**config.mk**
```make
export PLATFORM = sky130hd
export DESIGN_NAME = icache_control_nway
export DESIGN_NICKNAME = d
export VERILOG_FILES = /design/src/rtl/icache_control_nway.sv
export SDC_FILE = /design/constraint.sdc
export NUM_CORES = 1
export LEC_CHECK = 0
export BUFFER_PORTS_ARGS = -buffer_cell sky130_fd_sc_hd__buf_2
export CELL_PAD_IN_SITES_DETAIL_PLACEMENT = 0
export CELL_PAD_IN_SITES_GLOBAL_PLACEMENT = 2
export CORE_MARGIN = 2
export CORE_UTILIZATION = 15
export CTS_CLUSTER_DIAMETER = 150
export DETAILED_ROUTE_END_ITERATION = 16
export GPL_TIMING_DRIVEN = 0
export PLACE_DENSITY = 0.85
export SETUP_SLACK_MARGIN = 0.15
export SLEW_MARGIN = 20
export SYNTH_ARGS = -nofsm -noshare
export SYNTH_HDL_FRONTEND = slang
export SYNTH_SLANG_ARGS = --single-unit
```
**constraint.sdc**
```tcl
create_clock -name clk_i -period 2.17 [get_ports clk_i]
set_input_delay 0.1085 -clock clk_i [delete_from_list [all_inputs] [get_ports clk_i]]
set_output_delay 0.1085 -clock clk_i [all_outputs]
set_load 0.02 [all_outputs]
```
**src/rtl/icache_control_nway.sv**
```systemverilog
// N-way set-associative I-cache controller: LOOKUP/FETCH FSM, invalid-way-first victim, deferred flush.
// Optional hit/miss perf counters are built only when ICACHE_PERF_CNT_EN is defined.
//
// state  | meaning
// LOOKUP | idle / tag compare; serves hits and flushes, launches misses
// FETCH  | line fill from pmem into way victim_q
module icache_control_nway #(
    parameter int WAYS     = 2,
    parameter int WAY_BITS = $clog2(WAYS),
    parameter int CNT_W    = 32
) (
    input  logic                clk_i,
    input  logic                rst_n_i,
    input  logic                mem_read_i,
    input  logic                flush_i,
    input  logic [WAYS-1:0]     hit_way_i,
    input  logic [WAYS-1:0]     valid_way_i,
    input  logic [WAY_BITS-1:0] plru_victim_i,
    input  logic                pmem_resp_i,
    output logic                mem_resp_o,
    output logic                pmem_read_o,
    output logic                data_sel_o,
    output logic [WAYS-1:0]     data_we_o,
    output logic [WAYS-1:0]     load_tag_o,
    output logic [WAYS-1:0]     load_valid_o,
    output logic [WAYS-1:0]     set_valid_o,
    output logic                clear_valid_all_o,
    output logic                lru_load_o,
    output logic [WAY_BITS-1:0] lru_way_o,
    output logic [CNT_W-1:0]    hit_count_o,
    output logic [CNT_W-1:0]    miss_count_o
);

    typedef enum logic {LOOKUP = 1'b0, FETCH = 1'b1} state_e;

    state_e              state_q, state_d;
    logic [WAY_BITS-1:0] victim_q, victim_d;
    logic                flush_pend_q, flush_pend_d;
    logic [WAY_BITS-1:0] hit_idx, inv_idx;
    logic [WAYS-1:0]     victim_oh;
    logic                any_hit, any_inv, do_flush;

    // Descending scan so the lowest matching index is the one left standing.
    always_comb begin
        hit_idx = '0;
        inv_idx = '0;
        for (int i = WAYS - 1; i >= 0; i--) begin
            if (hit_way_i[i])    hit_idx = WAY_BITS'(i);
            if (!valid_way_i[i]) inv_idx = WAY_BITS'(i);
        end
    end

    always_comb begin
        victim_oh           = '0;
        victim_oh[victim_q] = 1'b1;
    end

    assign any_hit  = |hit_way_i;
    assign any_inv  = ~&valid_way_i;
    assign do_flush = flush_i | flush_pend_q;

    always_ff @(posedge clk_i) begin
        if (!rst_n_i) begin
            state_q      <= LOOKUP;
            victim_q     <= '0;
            flush_pend_q <= 1'b0;
        end else begin
            state_q      <= state_d;
            victim_q     <= victim_d;
            flush_pend_q <= flush_pend_d;
        end
    end

    always_comb begin
        state_d      = state_q;
        victim_d     = victim_q;
        flush_pend_d = flush_pend_q;
        case (state_q)
            LOOKUP: begin
                if (do_flush) begin
                    flush_pend_d = 1'b0;
                end else if (mem_read_i && !any_hit) begin
                    victim_d = any_inv ? inv_idx : plru_victim_i;
                    state_d  = FETCH;
                end
            end
            FETCH: begin
                // A flush mid-fill is remembered and executed once back in LOOKUP.
                if (flush_i)     flush_pend_d = 1'b1;
                if (pmem_resp_i) state_d      = LOOKUP;
            end
            default: state_d = LOOKUP;
        endcase
    end

    always_comb begin
        mem_resp_o        = 1'b0;
        pmem_read_o       = 1'b0;
        data_sel_o        = 1'b0;
        data_we_o         = '0;
        load_tag_o        = '0;
        load_valid_o      = '0;
        set_valid_o       = '0;
        clear_valid_all_o = 1'b0;
        lru_load_o        = 1'b0;
        lru_way_o         = '0;
        case (state_q)
            LOOKUP: begin
                if (do_flush) begin
                    clear_valid_all_o = 1'b1;
                end else if (mem_read_i && any_hit) begin
                    mem_resp_o = 1'b1;
                    lru_load_o = 1'b1;
                    lru_way_o  = hit_idx;
                end
            end
            FETCH: begin
                pmem_read_o = 1'b1;
                data_sel_o  = 1'b1;
                data_we_o   = victim_oh;
                if (pmem_resp_i) begin
                    load_tag_o   = victim_oh;
                    load_valid_o = victim_oh;
                    set_valid_o  = victim_oh;
                    lru_load_o   = 1'b1;
                    lru_way_o    = victim_q;
                    mem_resp_o   = 1'b1;
                end
            end
            default: ;
        endcase
    end

`ifdef ICACHE_PERF_CNT_EN
    logic [CNT_W-1:0] hit_cnt_q, hit_cnt_d, miss_cnt_q, miss_cnt_d;
    logic             hit_evt, miss_evt;

    assign hit_evt  = (state_q == LOOKUP) && !do_flush && mem_read_i && any_hit;
    assign miss_evt = (state_q == LOOKUP) && (state_d == FETCH);

    always_comb begin
        hit_cnt_d  = hit_cnt_q;
        miss_cnt_d = miss_cnt_q;
        if (hit_evt && !(&hit_cnt_q))   hit_cnt_d  = hit_cnt_q + 1'b1;
        if (miss_evt && !(&miss_cnt_q)) miss_cnt_d = miss_cnt_q + 1'b1;
    end

    always_ff @(posedge clk_i) begin
        if (!rst_n_i) begin
            hit_cnt_q  <= '0;
            miss_cnt_q <= '0;
        end else begin
            hit_cnt_q  <= hit_cnt_d;
            miss_cnt_q <= miss_cnt_d;
        end
    end

    assign hit_count_o  = hit_cnt_q;
    assign miss_count_o = miss_cnt_q;
`else
    assign hit_count_o  = '0;
    assign miss_count_o = '0;
`endif

`ifndef SYNTHESIS
    a_multi_hit: assert property (@(posedge clk_i) disable iff (!rst_n_i)
        (state_q == LOOKUP && mem_read_i) |-> $onehot0(hit_way_i))
        else $error("icache_control_nway: more than one way hit");
`endif

endmodule

```
; ---- Yosys cells after proc, flatten, opt, wreduce, memory -nomap -nowiden
; Cells that the tools add are included.
; W data, S select, Z words.
[classes]
order_cmp = 2
n_eq_ne = 2
muxes = 28
n_bitwise = 3
reduce_logical = 8
[op_table]
columns = cell, count
row1 = $mux W1, 20
row2 = $pmux W1 S2, 4
row3 = $mux W2, 3
row4 = $ne A2 B2 Y1 const B, 2
row5 = $reduce_and A2 Y1, 2
row6 = $logic_and A1 B1 Y1, 3
row7 = $reduce_and A3 Y1, 1
row8 = $lt A1 B2 Y1 const B, 1
row9 = $not A1 Y1, 2
row10 = $reduce_or A2 Y1, 1
row11 = $demux W1 S1, 1
row12 = $ge A1 B1 Y1 const B, 1
row13 = $logic_not A1 Y1, 1
row14 = $or A1 B1 Y1, 1
[totals]
ff_bits = 3
input_bits = 10
output_inout_bits = 78

; ---- Longest topological paths before layout
[depth]
ltp_word = 6
depth_mapped = 3
ltp_nobuf = 3

; ---- Worst setup path after synthesis
; Ideal clock, no wire load.
[synth_path]
path_type = flip-flop to output port
from = reg state_q
to = out mem_resp_o
arrival_time_ns = 1.789
t_required_ns = 2.061
slack_ns = 0.273
path_stages_with_launch = 4
cell_sequence = dfxtp_1 > or4b_4 > o21ai_0 > buf_4
[synth_via]
elab_chain_cells = 2
[synth_lines]
columns = item, line_no
row1 = start: declaration, 36  ; state_e state_q, state_d;
row2 = start signal: assignment, 68  ; state_q <= state_d;
row3 = $not A1 Y1, -
row4 = $pmux W1 S2 *, -
row5 = end: declaration, 20  ; output logic mem_resp_o,
; Mark *: on every way between the ends. The rest lies on a longest branch, timed or not.

; ---- Worst setup path in the final report
[layout_path]
from = reg state_q
to = out mem_resp_o
[layout_via]
elab_chain_cells = 2
[layout_lines]
columns = item, line_no
row1 = $not A1 Y1, -
row2 = $pmux W1 S2 *, 107  ; case (state_q)
; Marked as above.

==> flow_metrics.tcl <==
set metrics [dict create \
    grt_max_degree 11 \
    dieArea_sq_um 5375 \
    synthCells 95 \
    clk_path_buf_depth 2 \
    p_switching_mw 0.1702 \
    cp-start-kind "flip-flop" \
    status "complete, no violations" \
    layout_min_cycle_time_ns 1.764 \
    setup_tns_ns 0 \
    fp.dieH_um 73.32 \
    grt_setup_unrepaired "no" \
    die_w_um 73.32 \
    postCtsResizedCells 0 \
    seqCellArea_sq_um 60.06 \
    portBuffers 23 \
    min_path_type "in -> reg" \
    fillers 523 \
    yosys.area.top_type_share_pct 72.92 \
    worst_path_largest_cell_delay_ns 0.55 \
    cp-end-kind "primary output" \
    netlist_top_cells_area "buf_4, dfxtp_1, nor2_1" \
    start_util_pct 15.36 \
    final_cell_mix "buf_4, conb_1, buf_2" \
    dr_total_vias 607 \
    grt_pass1_wl_um 1656 \
    drc 0 \
    cap_violations 0 \
    finalMaxSlewViolations 0 \
    clock_sinks 3 \
    n_antenna_cell 0 \
    hold_path_depth 3 \
    cp_num_cells 4 \
    layout.nets 196 \
    clk_latency_ns 0.21 \
    dp.cells 235 \
    viasPerCell 2.540 \
    setup_viol 0 \
    crit_type "reg -> out" \
    max-vdd-ir-drop_mv 0.1293 \
    required_ns 2.06 \
    crit_arrival_ns 1.66 \
    post_cts_buffers 0 \
    drive_gt1_share_pct 52.97 \
    finalWeightedCongestion 0.6130 \
    area_growth_syn_to_layout_pct 64.41 \
    rows 25 \
    seqPwrFrac_pct 12.9 \
    max_freq_ghz 0.5670 \
    cts_tree "built" \
    multi_input_area_sq_um 371.6 \
    cp_max_fo 10 \
    p_leak_nw 0.8108 \
    worst_r2r_path_depth 3 \
    synth_seq_area_share_pct 8.333 \
    first_global_vias 430 \
    drtPass1Iterations 4 \
    switching_share_pct 38.05 \
    slowest_stage "or4b_4" \
    power_frac_comb_pct 50.7 \
    stdcell_count 239 \
    cts-root-buf "clkbuf_8" \
    yosys_warnings 0 \
    clkPwrFrac_pct 36.3 \
    finalCritPeriodShare_pct 81.27 \
    wl_per_cell_um 5.335 \
    ioPinCount 88 \
    hold_viol_final 0 \
    cp_cell_sequence "or4b_4, o21ai_0, buf_4, buf_2" \
    numCtsBuffers 3 \
    synth-seq-cells 3 \
    syn_area_sq_um 720.7 \
    netlist-cell-type-count 17 \
    path_buf_inv 2 \
    final_common_cell "buf_4" \
    clk_pin_slew_worst_paths_ns 0.03 \
    yosysTopAreaCell "buf_4" \
    power.density_nw_per_um2 377.6 \
    coreArea_sq_um 4692 \
    fin_skew_ns 0.0003185 \
    drt_iter0_markers 5 \
    postSynthAreaPerCell_sq_um 7.586 \
    wl_um 1275 \
    p_int_mw 0.2771 \
    ctsHoldBuffers 0 \
    cts-htree-levels 1 \
    antenna_found_initial 0 \
    grt-ovfl-total 0 \
    ant_nets 0 \
    grt.total_usage_pct 4.131 \
    crit_family "simple AND/OR/NAND/NOR gates" \
]
==> worst min-delay path, stage by stage <==
cell and delay, ns:
buf_2 0.09, nor2_1 0.05, nor2_1 0.08
==> path summary, 6_finish.rpt <==
kind	end	start	slack (ns)
max	mem_resp_o	state_q	0.41
min	flush_pend_q	flush_i	0.15
max reg2reg	state_q	state_q	0.85
min reg2reg	flush_pend_q	flush_pend_q	0.50
==> power by group through the flow <==
stage	clock (mW)	sequential, mW	combinational [mW]
2_1_floorplan	0	0.0588	0.206
5_1_grt	0.174	0.0582	0.245
3_5_place_dp	0	0.0587	0.223
4_1_cts	0.168	0.0579	0.223
3_3_place_gp	0	0.0586	0.222
6_report	0.163	0.0579	0.227
==> per-layer routing <==
layer,vias to the layer above,part of all wire (%),track usage (%)
met5,-,0,0
met4,0,1.9,4.242
met3,2,16,1.509
met2,51,49,7.307
met1,214,33,3.383
li1,340,-,-
==> registers in the layout, summed over array words and instances, names as in the netlist <==
| signal | cells |
|---|---|
| victim_q | 1 |
| state_q | 1 |
| flush_pend_q | 1 |
==> synthesized netlist by cell type <==
| cell type | number |
|---|---|
| a21boi_0 | 1 |
| and2_1 | 1 |
| and3_1 | 1 |
| buf_4 | 70 |
| conb_1 | 1 |
| dfxtp_1 | 3 |
| mux2i_1 | 1 |
| nand2_1 | 3 |
| nand2b_1 | 2 |
| nand2b_4 | 1 |
| nand3_1 | 1 |
| nor2_1 | 5 |
| nor2b_1 | 1 |
| o21ai_0 | 1 |
| o21bai_1 | 1 |
| or2b_1 | 1 |
| or4b_4 | 1 |
==> logic make-up after synthesis <==
group | count (synthesis) | synth area share [%]
buffers and inverters | 70 | 72.92
DFF | 3 | 8.334
and+or+nand+nor | 17 | 14.06
other | 1 | 0.5203
muxes | 1 | 1.389
AOI/OAI and AO/OA | 3 | 2.778
==> cell type report <==
type | count | area share (%)
well taps | 54 | 5.702
multi-input cells | 85 | 31.36
flip-flops and latches | 3 | 5.069
clock buffers | 4 | 3.801
plain buffers | 70 | 44.35
repair buffers | 23 | 9.715
==> through the flow <==
stage | util (%) | hold slack (ns) | setup slack (ns) | total power, mW | cell area, sq um
4_1_cts | 25.25 | 0.1437 | 0.3861 | 0.4488 | 1185
2_1_floorplan | - | 0.2312 | 0.2730 | 0.2645 | 957.2
5_1_grt | 25.25 | 0.1725 | 0.3079 | 0.4769 | 1185
3_3_place_gp | 24.29 | 0.3589 | 0.6200 | 0.2809 | 1140
3_5_place_dp | 24.29 | 0.3684 | 0.6156 | 0.2812 | 1140
6_report | 25.25 | 0.1457 | 0.4064 | 0.4474 | 1185
Power figures use the tool's default switching activity.
